$ cat src/rtl/row_package_feeder.sv
// Collects streamed word pairs into NI-wide packages, presents each for one cycle and then
// holds it for HOLD cycles; the downstream consumer paces rows via prepare_my_new_input_i.
module row_package_feeder #(
  parameter int unsigned NOE      = 10,
  parameter int unsigned NI       = 8,
  parameter int unsigned HOLD     = 3,
  parameter int unsigned NUM_ROWS = 10
) (
  input  logic            clk_i,
  input  logic            rst_ni,
  input  logic            start_i,
  input  logic            word_valid_i,
  input  logic [31:0]     first_word_i,
  input  logic [31:0]     second_word_i,
  output logic            word_ready_o,
  output logic [32*NI-1:0] first_row_input_o,
  output logic [32*NI-1:0] second_row_input_o,
  output logic            outsider_read_now_o,
  output logic [31:0]     no_of_multiples_o,
  input  logic            prepare_my_new_input_i,
  output logic            row_done_o,
  output logic            busy_o
);

  localparam int unsigned KW = (NI > 1) ? $clog2(NI + 1) : 1;
  localparam int unsigned EW = (NOE > 1) ? $clog2(NOE) : 1;
  localparam int unsigned RW = (NUM_ROWS > 1) ? $clog2(NUM_ROWS) : 1;
  localparam int unsigned HW = (HOLD > 1) ? $clog2(HOLD) : 1;
  localparam logic [31:0] NumMultiples = 32'((NOE + NI - 1) / NI);

  typedef enum logic [2:0] {StIdle, StFill, StPresent, StHold, StWaitRow} state_e;

  state_e             state_q, state_d;
  logic [KW-1:0]      k_q, k_d;
  logic [EW-1:0]      elem_q, elem_d;
  logic [RW-1:0]      row_q, row_d;
  logic [HW-1:0]      hold_q, hold_d;
  logic               flag_q, flag_d;
  logic               last_q, last_d;
  logic               row_done_q, row_done_d;
  logic [32*NI-1:0]   pkg1_q, pkg1_d, pkg2_q, pkg2_d;
  int unsigned        slot_lsb;

  // Slot k lives at the MSB end first: slot 0 occupies the top 32 bits.
  assign slot_lsb = 32 * (NI - 1 - 32'(k_q));

  always_comb begin
    state_d    = state_q;
    k_d        = k_q;
    elem_d     = elem_q;
    row_d      = row_q;
    hold_d     = hold_q;
    flag_d     = flag_q;
    last_d     = last_q;
    pkg1_d     = pkg1_q;
    pkg2_d     = pkg2_q;

    if (prepare_my_new_input_i && ((state_q == StHold && last_q) || state_q == StWaitRow)) begin
      flag_d = 1'b1;
    end

    unique case (state_q)
      StIdle: begin
        if (start_i) state_d = StFill;
      end
      StFill: begin
        if (word_valid_i) begin
          pkg1_d[slot_lsb +: 32] = first_word_i;
          pkg2_d[slot_lsb +: 32] = second_word_i;
          k_d = k_q + 1'b1;
          if (elem_q == EW'(NOE - 1)) begin
            elem_d  = '0;
            last_d  = 1'b1;
            state_d = StPresent;
          end else begin
            elem_d = elem_q + 1'b1;
            if (k_q == KW'(NI - 1)) state_d = StPresent;
          end
        end
      end
      StPresent: begin
        hold_d  = '0;
        state_d = StHold;
      end
      StHold: begin
        if (hold_q == HW'(HOLD - 1)) begin
          state_d = last_q ? StWaitRow : StFill;
        end else begin
          hold_d = hold_q + 1'b1;
        end
      end
      StWaitRow: begin
        // A pulse arriving in WAIT_ROW itself releases the row without an extra cycle.
        if (flag_q || prepare_my_new_input_i) begin
          flag_d = 1'b0;
          if (row_q == RW'(NUM_ROWS - 1)) begin
            row_d   = '0;
            state_d = StIdle;
          end else begin
            row_d   = row_q + 1'b1;
            state_d = StFill;
          end
        end
      end
      default: state_d = StIdle;
    endcase

    if (state_d == StFill && state_q != StFill) begin
      pkg1_d = '0;
      pkg2_d = '0;
      k_d    = '0;
      last_d = 1'b0;
    end
    if (state_d == StIdle && state_q != StIdle) begin
      elem_d = '0;
      row_d  = '0;
    end
    row_done_d = (state_d == StWaitRow) && (state_q != StWaitRow);
  end

  always_ff @(posedge clk_i or negedge rst_ni) begin
    if (!rst_ni) begin
      state_q    <= StIdle;
      k_q        <= '0;
      elem_q     <= '0;
      row_q      <= '0;
      hold_q     <= '0;
      flag_q     <= 1'b0;
      last_q     <= 1'b0;
      row_done_q <= 1'b0;
      pkg1_q     <= '0;
      pkg2_q     <= '0;
    end else begin
      state_q    <= state_d;
      k_q        <= k_d;
      elem_q     <= elem_d;
      row_q      <= row_d;
      hold_q     <= hold_d;
      flag_q     <= flag_d;
      last_q     <= last_d;
      row_done_q <= row_done_d;
      pkg1_q     <= pkg1_d;
      pkg2_q     <= pkg2_d;
    end
  end

  assign word_ready_o        = (state_q == StFill);
  assign outsider_read_now_o = (state_q == StPresent);
  assign busy_o              = (state_q != StIdle);
  assign row_done_o          = row_done_q;
  assign first_row_input_o   = pkg1_q;
  assign second_row_input_o  = pkg2_q;
  assign no_of_multiples_o   = NumMultiples;

endmodule

$ cat config.mk
export PLATFORM = sky130hd
export DESIGN_NAME = row_package_feeder
export DESIGN_NICKNAME = d
export VERILOG_FILES = /design/src/rtl/row_package_feeder.sv
export SDC_FILE = /design/constraint.sdc
export NUM_CORES = 1
export LEC_CHECK = 0
export BUFFER_PORTS_ARGS = -buffer_cell sky130_fd_sc_hd__buf_2
export CAP_MARGIN = 40
export CORE_AREA = 2 2 242 244
export DETAILED_ROUTE_END_ITERATION = 8
export DIE_AREA = 0 0 244 246
export PLACE_DENSITY = 0.66
export SETUP_SLACK_MARGIN = 0.05
export SYNTH_ARGS = -nofsm -noshare
export SYNTH_HDL_FRONTEND = slang
export SYNTH_SLANG_ARGS = --single-unit
export TNS_END_PERCENT = 10
$ cat constraint.sdc
create_clock -name clk_i -period 5.3 [get_ports clk_i]
set_input_delay 0.53 -clock clk_i [delete_from_list [all_inputs] [get_ports clk_i]]
set_output_delay 0.53 -clock clk_i [all_outputs]
set_load 0.02 [all_outputs]
==> reports/metrics.cfg, run 1 <==
[finish]
final_nets=3016
stdcell_area_sq_um=29000
diodes=0
instances_no_fill=3742
syn2layout_area_growth_pct=20.6
drive_above_1_share=0.252
final_core_util=0.505

[grt]
antenna_found_initial=3
grt_pass1_vias=21500
overflow=0
grt_max_degree=207
grt_usage=0.286
grt_pass1_wl_um=134000

[place]
dp_hpwl_um=55900
dp_slack_ns=1.28
routabilityCongestion=0.841
placed_cell_area_sq_um=27100
port_buffers=584
dp.cells=3640

[timing]
rsz0062_at_grt=false
finalCritPeriodShare=0.770
slew_headroom=0.269
worst_slew_pin_slew_ns=1.10
setup_viol=0
fin_setup_tns_ns=0
setup_ws_ns=1.22
finClkSkew_ns=0.0337
hold_viol_final=0
min_period_ns=4.08
hold-worst-slack_ns=0.0820
timing.fmax_mhz=245
maxSlewViolCount=0

[power]
leakage_nw=13.8
power.total_mw=19.8
pwr_density_cell_nw_per_um2=682
ir_drop_mv=0.501

[drt]
ant_nets=0
drt_iter0_drc=2228
dr.pass1.iters=6
via_count=22400
top_layer=met5
wl_met1_um=34600
post-route-drc-count=0
wl_met2_um=41800
routed_wl_um=88900
dr_wl_met3_um=9270
vias_per_cell=5.98
wl_per_cell_um=23.7

[clock_network]
htree_levels=2
clock_latency_ns=0.62
ctsHoldBuffers=0
clk_pin_slew_ns=0.06
clkSinkCount=532
cts_setup_buffers=0
cts_buffers=57
cts-root-buf=clkbuf_16
cts-resized-gates=0
cts_tree=built
cts_buffer_depth=3

[yosys]
netlist_instances=2583
synth_top_family_by_area=compound AO/OA/AOI/OAI gates
ys_seq_area_frac=0.554
synth_area_per_cell_sq_um=9.30
synthAdderAreaFrac=0.00625
synth_mux_area_frac=0.00130
synth-compound-area-share=0.233
yosys_warnings=0
ys_async_sr_fraction=1.00
ys.flop_type=dfrtp_1
ys_types=52
syn_area_sq_um=24000
yosys.area_share.xor_xnor=0.000365
synthSimpleGateAreaFrac=0.128
netlist_top_cells_area=dfrtp_1 (55%), a21oi_1 (9.6%), nand3_1 (9.4%)
synth_top_cell_by_area=dfrtp_1
synth_edf_count=0
synth_top_area_frac=0.554
synth_seq_cells=532

[critical_path]
critPathArrivalTime_ns=4.60
path_class=reg2reg
reg2reg_from=k_q[0]$_DFFE_PN0P_
crit_path_start_kind=register
endpoint_kind=register
cp.required_ns=5.82
reg2reg_setup_slack_ns=1.22
reg2regPathDepth=9
cp_max_fo=71
r2r_end=second_row_input_o[49]$_DFFE_PN0P_

[floorplan]
die_w_um=244
die_h_um=246
design.core.area_sq_um=57400
start_util=0.419
die_area_sq_um=60000
num_rows=88
ioPinCount=617

[flow_run]
maxCapViolCount=0

[status]
status=finished clean

[hold_path]
hp-class=in2async

-- worst max-delay path, cell delays in order (launching register included) --
cell	delay (ns)
dfrtp_1	0.66
ha_1	0.32
nand3b_1	0.22
ha_4	0.43
buf_12	0.26
nor4b_1	0.46
and4_4	0.84
buf_12	0.37
nand3_1	0.15
a21oi_1	0.21
-- synth_stat cells (4+ instances only) --
library cell and instances:
dfrtp_1 532, a21oi_1 459, nand3_1 453, o21ai_0 382
clkbuf_1 240, o21ai_1 140, buf_2 78, nor2b_1 68
o2bb2ai_1 64, buf_4 32, buf_6 20, buf_1 12
ha_1 12, nand2_1 12, inv_1 10, nor3_1 6
nor2_1 5, nand2b_1 4, nand3b_1 4
-- power breakdown --
| part | switching (mW) | total (mW) | internal [mW] |
|---|---|---|---|
| Clock | 1.67 | 4.11 | 2.44 |
| Sequential | 0.630 | 5.79 | 5.16 |
| Combinational | 7.53 | 9.88 | 2.35 |
| Total | 9.82 | 19.8 | 9.95 |
-- cells by family (layout without fill, tap and decap cells) --
logic type               Yosys count  in the layout
buffers and inverters            392            756
AND/OR/NAND/NOR                  579            579
AO/OA/AOI/OAI                   1062           1062
adder cells (fa/ha/maj)           12             12
other                              2             32
XOR/XNOR                           1              1
multiplexers                       3              3
flip-flops                       532            532
-- registers in the layout, indices dropped and copies added (netlist names) --
signal	flops
row_done_o	1
second_row_input_o	256
first_row_input_o	256
k_q	4
row_q	4
flag_q	1
elem_q	4
state_q	3
last_q	1
hold_q	2
-- worst max-delay path by stage --
stage	from	slack [ns]	cells past startpoint	to
CTS	k_q[0]$_DFFE_PN0P_	1.24	9	second_row_input_o[49]$_DFFE_PN0P_
finish	k_q[0]$_DFFE_PN0P_	1.22	9	second_row_input_o[49]$_DFFE_PN0P_
global placement	k_q[0]$_DFFE_PN0P_	1.12	8	second_row_input_o[137]$_DFFE_PN0P_
global route	k_q[0]$_DFFE_PN0P_	0.96	10	first_row_input_o[178]$_DFFE_PN0P_
floorplan	k_q[0]$_DFFE_PN0P_	2.51	11	second_row_input_o[137]$_DFFE_PN0P_
detailed placement	k_q[0]$_DFFE_PN0P_	1.28	9	second_row_input_o[49]$_DFFE_PN0P_
-- layout by cell type, fill, tap and decap left out, types with 32 or more instances in the layout --
master     synthesis  routed
buf_4             32      37
o2bb2ai_1         64      64
nor2b_1           68      67
o21ai_0          382     382
conb_1             2      32
nand3_1          453     453
o21ai_1          140     139
dfrtp_1          532     532
buf_2             78     585
clkbuf_16          0      59
a21oi_1          459     459
-- cell type report --
cell class | instances | area, sq um
clock inverters | 14 | 208
fillers | 5295 | 28400
well taps | 765 | 957
multi-input cells | 1689 | 9070
clock buffers | 87 | 1700
flip-flops and latches | 532 | 13300
repair buffers | 645 | 3690
inverters | 10 | 37.5
-- per-layer routing --
layer  track usage  vias up
met5             0        -
met4        0.0956        4
met3        0.0743      184
met2         0.457     1200
met1         0.381    11200
li1              -     9797
(Power assumes the default switching activity.)
==> inputs of run 2 (changes only) <==
ABC_AREA = 1   (was not set)
CORE_AREA = 2 2 239 241   (was 2 2 242 244)
DIE_AREA = 0 0 241 243   (was 0 0 244 246)
clock period = 4 ns   (was 5.3 ns; I/O delays follow)
==> reports/metrics.cfg, run 2 <==
[status]
status=finished clean

[grt]
grt_max_degree=225  ; +8.7%
top_usage_layer=met2
grt_pass1_wl_um=132000  ; -2.0%
overflow=0  ; unchanged
antenna_found_initial=3  ; unchanged
grt_usage=0.295  ; +0.00850
grt_util_met2=0.432  ; -0.0246
grt_pass1_vias=20600  ; -4.3%
use_met1=0.428  ; +0.0474
use_met3=0.0571  ; -0.0172

[yosys]
synth_area_per_cell_sq_um=8.31  ; -11%
syn_area_sq_um=23600  ; -1.7%
netlist_top_cells_area=dfrtp_1 (56%), nand3_1 (12%), nand2_1 (12%)
yosys_warnings=0  ; unchanged
netlist_instances=2842  ; +10%
ys.flop_type=dfrtp_1
yosys-top-cells-count=nand2_1 (744), nand3_1 (565), dfrtp_1 (532)
synth_mux_area_frac=0  ; -0.00130
synth_top_area_frac=0.564  ; +0.00945
synthAdderAreaFrac=0.00636  ; +0.000107
synth_edf_count=0  ; unchanged
synth.most_common_cell=nand2_1
synth_top_cell_by_area=dfrtp_1
ys_types=35  ; -33%
synth_seq_cells=532  ; unchanged
ys_async_sr_fraction=1.00  ; unchanged
yosys.area_share.xor_xnor=0.000741  ; +0.000377
synthSimpleGateAreaFrac=0.308  ; +0.180
synth_top_family_by_area=simple AND/OR/NAND/NOR gates
synth-compound-area-share=0.0478  ; -0.185
ys_seq_area_frac=0.564  ; +0.00945

[power]
power_switching_mw=11.3  ; +15%
ir_drop_mv=0.944  ; +88%
clkPwrFrac=0.226  ; +0.018
swShare=0.482  ; -0.0145
pwr_density_cell_nw_per_um2=807  ; +18%
p_int_mw=12.1  ; +22%
leakage_nw=16.9  ; +22%
seqPwrFrac=0.309  ; +0.016
pwr-share-comb=0.465  ; -0.034

[finish]
syn2layout_area_growth_pct=22.6
fill_cells=5523  ; +4.3%
final_common_cell=nand2_1
drive_above_1_share=0.226  ; -0.0255
final_nets=3403  ; +13%
final_cell_mix=nand2_1 (742), buf_2 (584), nand3_1 (563)

[floorplan]
start_util=0.422  ; +0.00338
ioPinCount=617  ; unchanged
die_w_um=241  ; -1.2%
design.core.area_sq_um=56000  ; -2.5%
die_area_sq_um=58600  ; -2.4%
die_h_um=243  ; -1.2%
num_rows=87  ; -1.1%

[drt]
dr.pass1.iters=8  ; +2
wl_per_cell_um=21.3  ; -10%
drt_iter0_drc=2189  ; -1.8%
post-route-drc-count=0  ; unchanged
via_count=22100  ; -1.3%
ant_nets=0  ; unchanged
routed_wl_um=88000  ; -0.99%
vias_per_cell=5.36  ; -10%

[timing]
worst_slew_pin_slew_ns=0.955  ; -0.141 ns
finalCritPeriodShare=0.872  ; +0.102
fin_setup_tns_ns=0  ; unchanged
timing.fmax_mhz=287  ; +17%
hold_viol_final=0  ; unchanged
finClkSkew_ns=0.0188  ; -0.0149 ns
setup_ws_ns=0.511  ; -0.705 ns
maxSlewViolCount=0  ; unchanged
rsz0062_at_grt=false
setup_viol=0  ; unchanged
min_period_ns=3.49  ; -0.595 ns
slew_headroom=0.359  ; +0.0894

[clock_network]
clock_latency_ns=0.62  ; about the same
clkSinkCount=532  ; unchanged
cts_buffer_depth=3  ; unchanged
cts_buffers=57  ; unchanged
cts_setup_buffers=0  ; unchanged
ctsHoldBuffers=1  ; +1
cts-root-buf=clkbuf_16
cts_tree=built
htree_levels=2  ; unchanged
clk_pin_slew_ns=0.06  ; about the same
cts-resized-gates=0  ; unchanged

[critical_path]
crit_path_start_kind=register
cp.required_ns=4.50  ; -1.32 ns
cp_max_fo=39  ; -45%
critPathArrivalTime_ns=3.99  ; -0.61 ns
endpoint_kind=register
path_class=reg2reg

[flow_run]
maxCapViolCount=0  ; unchanged

[hold_path]
hp-class=in2reg

[place]
dp_slack_ns=0.557  ; -0.725 ns
routabilityCongestion=0.885  ; +5.3%
port_buffers=584  ; unchanged
dp_hpwl_um=59800  ; +6.9%

## run 2: worst max-delay path, cell delays in order, from the launching register on
cell	delay (ns)
dfrtp_1	0.40
inv_1	0.19
nand3_1	0.20
ha_2	0.56
inv_2	0.09
nor2_1	0.11
nand2_1	0.06
nand2_1	0.07
nand4_1	0.17
nor2_1	0.34
nand2_2	0.42
buf_4	0.42
o21ai_0	0.23
nor2_1	0.05
## run 2: per-layer routing
metal	wire length (um)	vias up
met1	38000	10800
li1	-	10100
met3	7220	173
met4	3790	0
met2	38900	1017
met5	0	-
## run 2: through the flow
stage	instances	hold slack, ns	power (mW)	cell area [sq um]	utilization
2_1_floorplan	2872	0.104	14.1	23700	-
3_3_place_gp	4009	0.459	18.0	27000	0.482
3_5_place_dp	4018	0.461	18.1	27100	0.484
4_1_cts	4121	0.0363	23.4	29000	0.518
5_1_grt	4124	0.0742	24.6	29000	0.518
6_report	4124	0.0706	23.4	29000	0.518
## run 2: worst paths after layout
check | from | end | slack, ns | depth (start not counted)
worst max register to register | k_q[3]$_DFFE_PN0P_ | second_row_input_o[153]$_DFFE_PN0P_ | 0.51 | 13
worst max-delay path | k_q[3]$_DFFE_PN0P_ | second_row_input_o[153]$_DFFE_PN0P_ | 0.51 | 13
max in group asynchronous | rst_ni | first_row_input_o[173]$_DFFE_PN0P_ | 2.52 | 3
min in group asynchronous | rst_ni | second_row_input_o[147]$_DFFE_PN0P_ | 0.38 | 2
worst min register to register | second_row_input_o[166]$_DFFE_PN0P_ | second_row_input_o[166]$_DFFE_PN0P_ | 0.49 | 2
worst min-delay path | first_word_i[12] | first_row_input_o[12]$_DFFE_PN0P_ | 0.07 | 3
## run 2: power groups by stage
| stage | Clock [mW] | Combinational, mW | Sequential [mW] |
|---|---|---|---|
| after floorplan | 0 | 5.62 | 8.50 |
| final | 5.28 | 10.9 | 7.21 |
| after CTS | 5.34 | 10.9 | 7.20 |
| after global routing | 5.55 | 11.7 | 7.33 |
| after detailed placement | 0 | 10.8 | 7.28 |
| after global placement | 0 | 10.7 | 7.26 |
## run 2: layout make-up
class / count / area (sq um) / share of cell area
diodes: 3 / 7.51 / 0.000259
repair buffers: 642 / 3580 / 0.124
flip-flops and latches: 532 / 13300 / 0.460
multi-input cells: 1956 / 8760 / 0.303
well taps: 756 / 946 / 0.0327
clock buffers: 89 / 1750 / 0.0604
clock inverters: 13 / 104 / 0.00359
inverters: 133 / 499 / 0.0172
## run 2: kinds of logic after synthesis
kind of cell    count (synthesis)
compound gates                221
xor+xnor                        2
fa+ha+maj                      12
buf+inv                       384
flops                         532
other cells                     2
simple gates                 1689
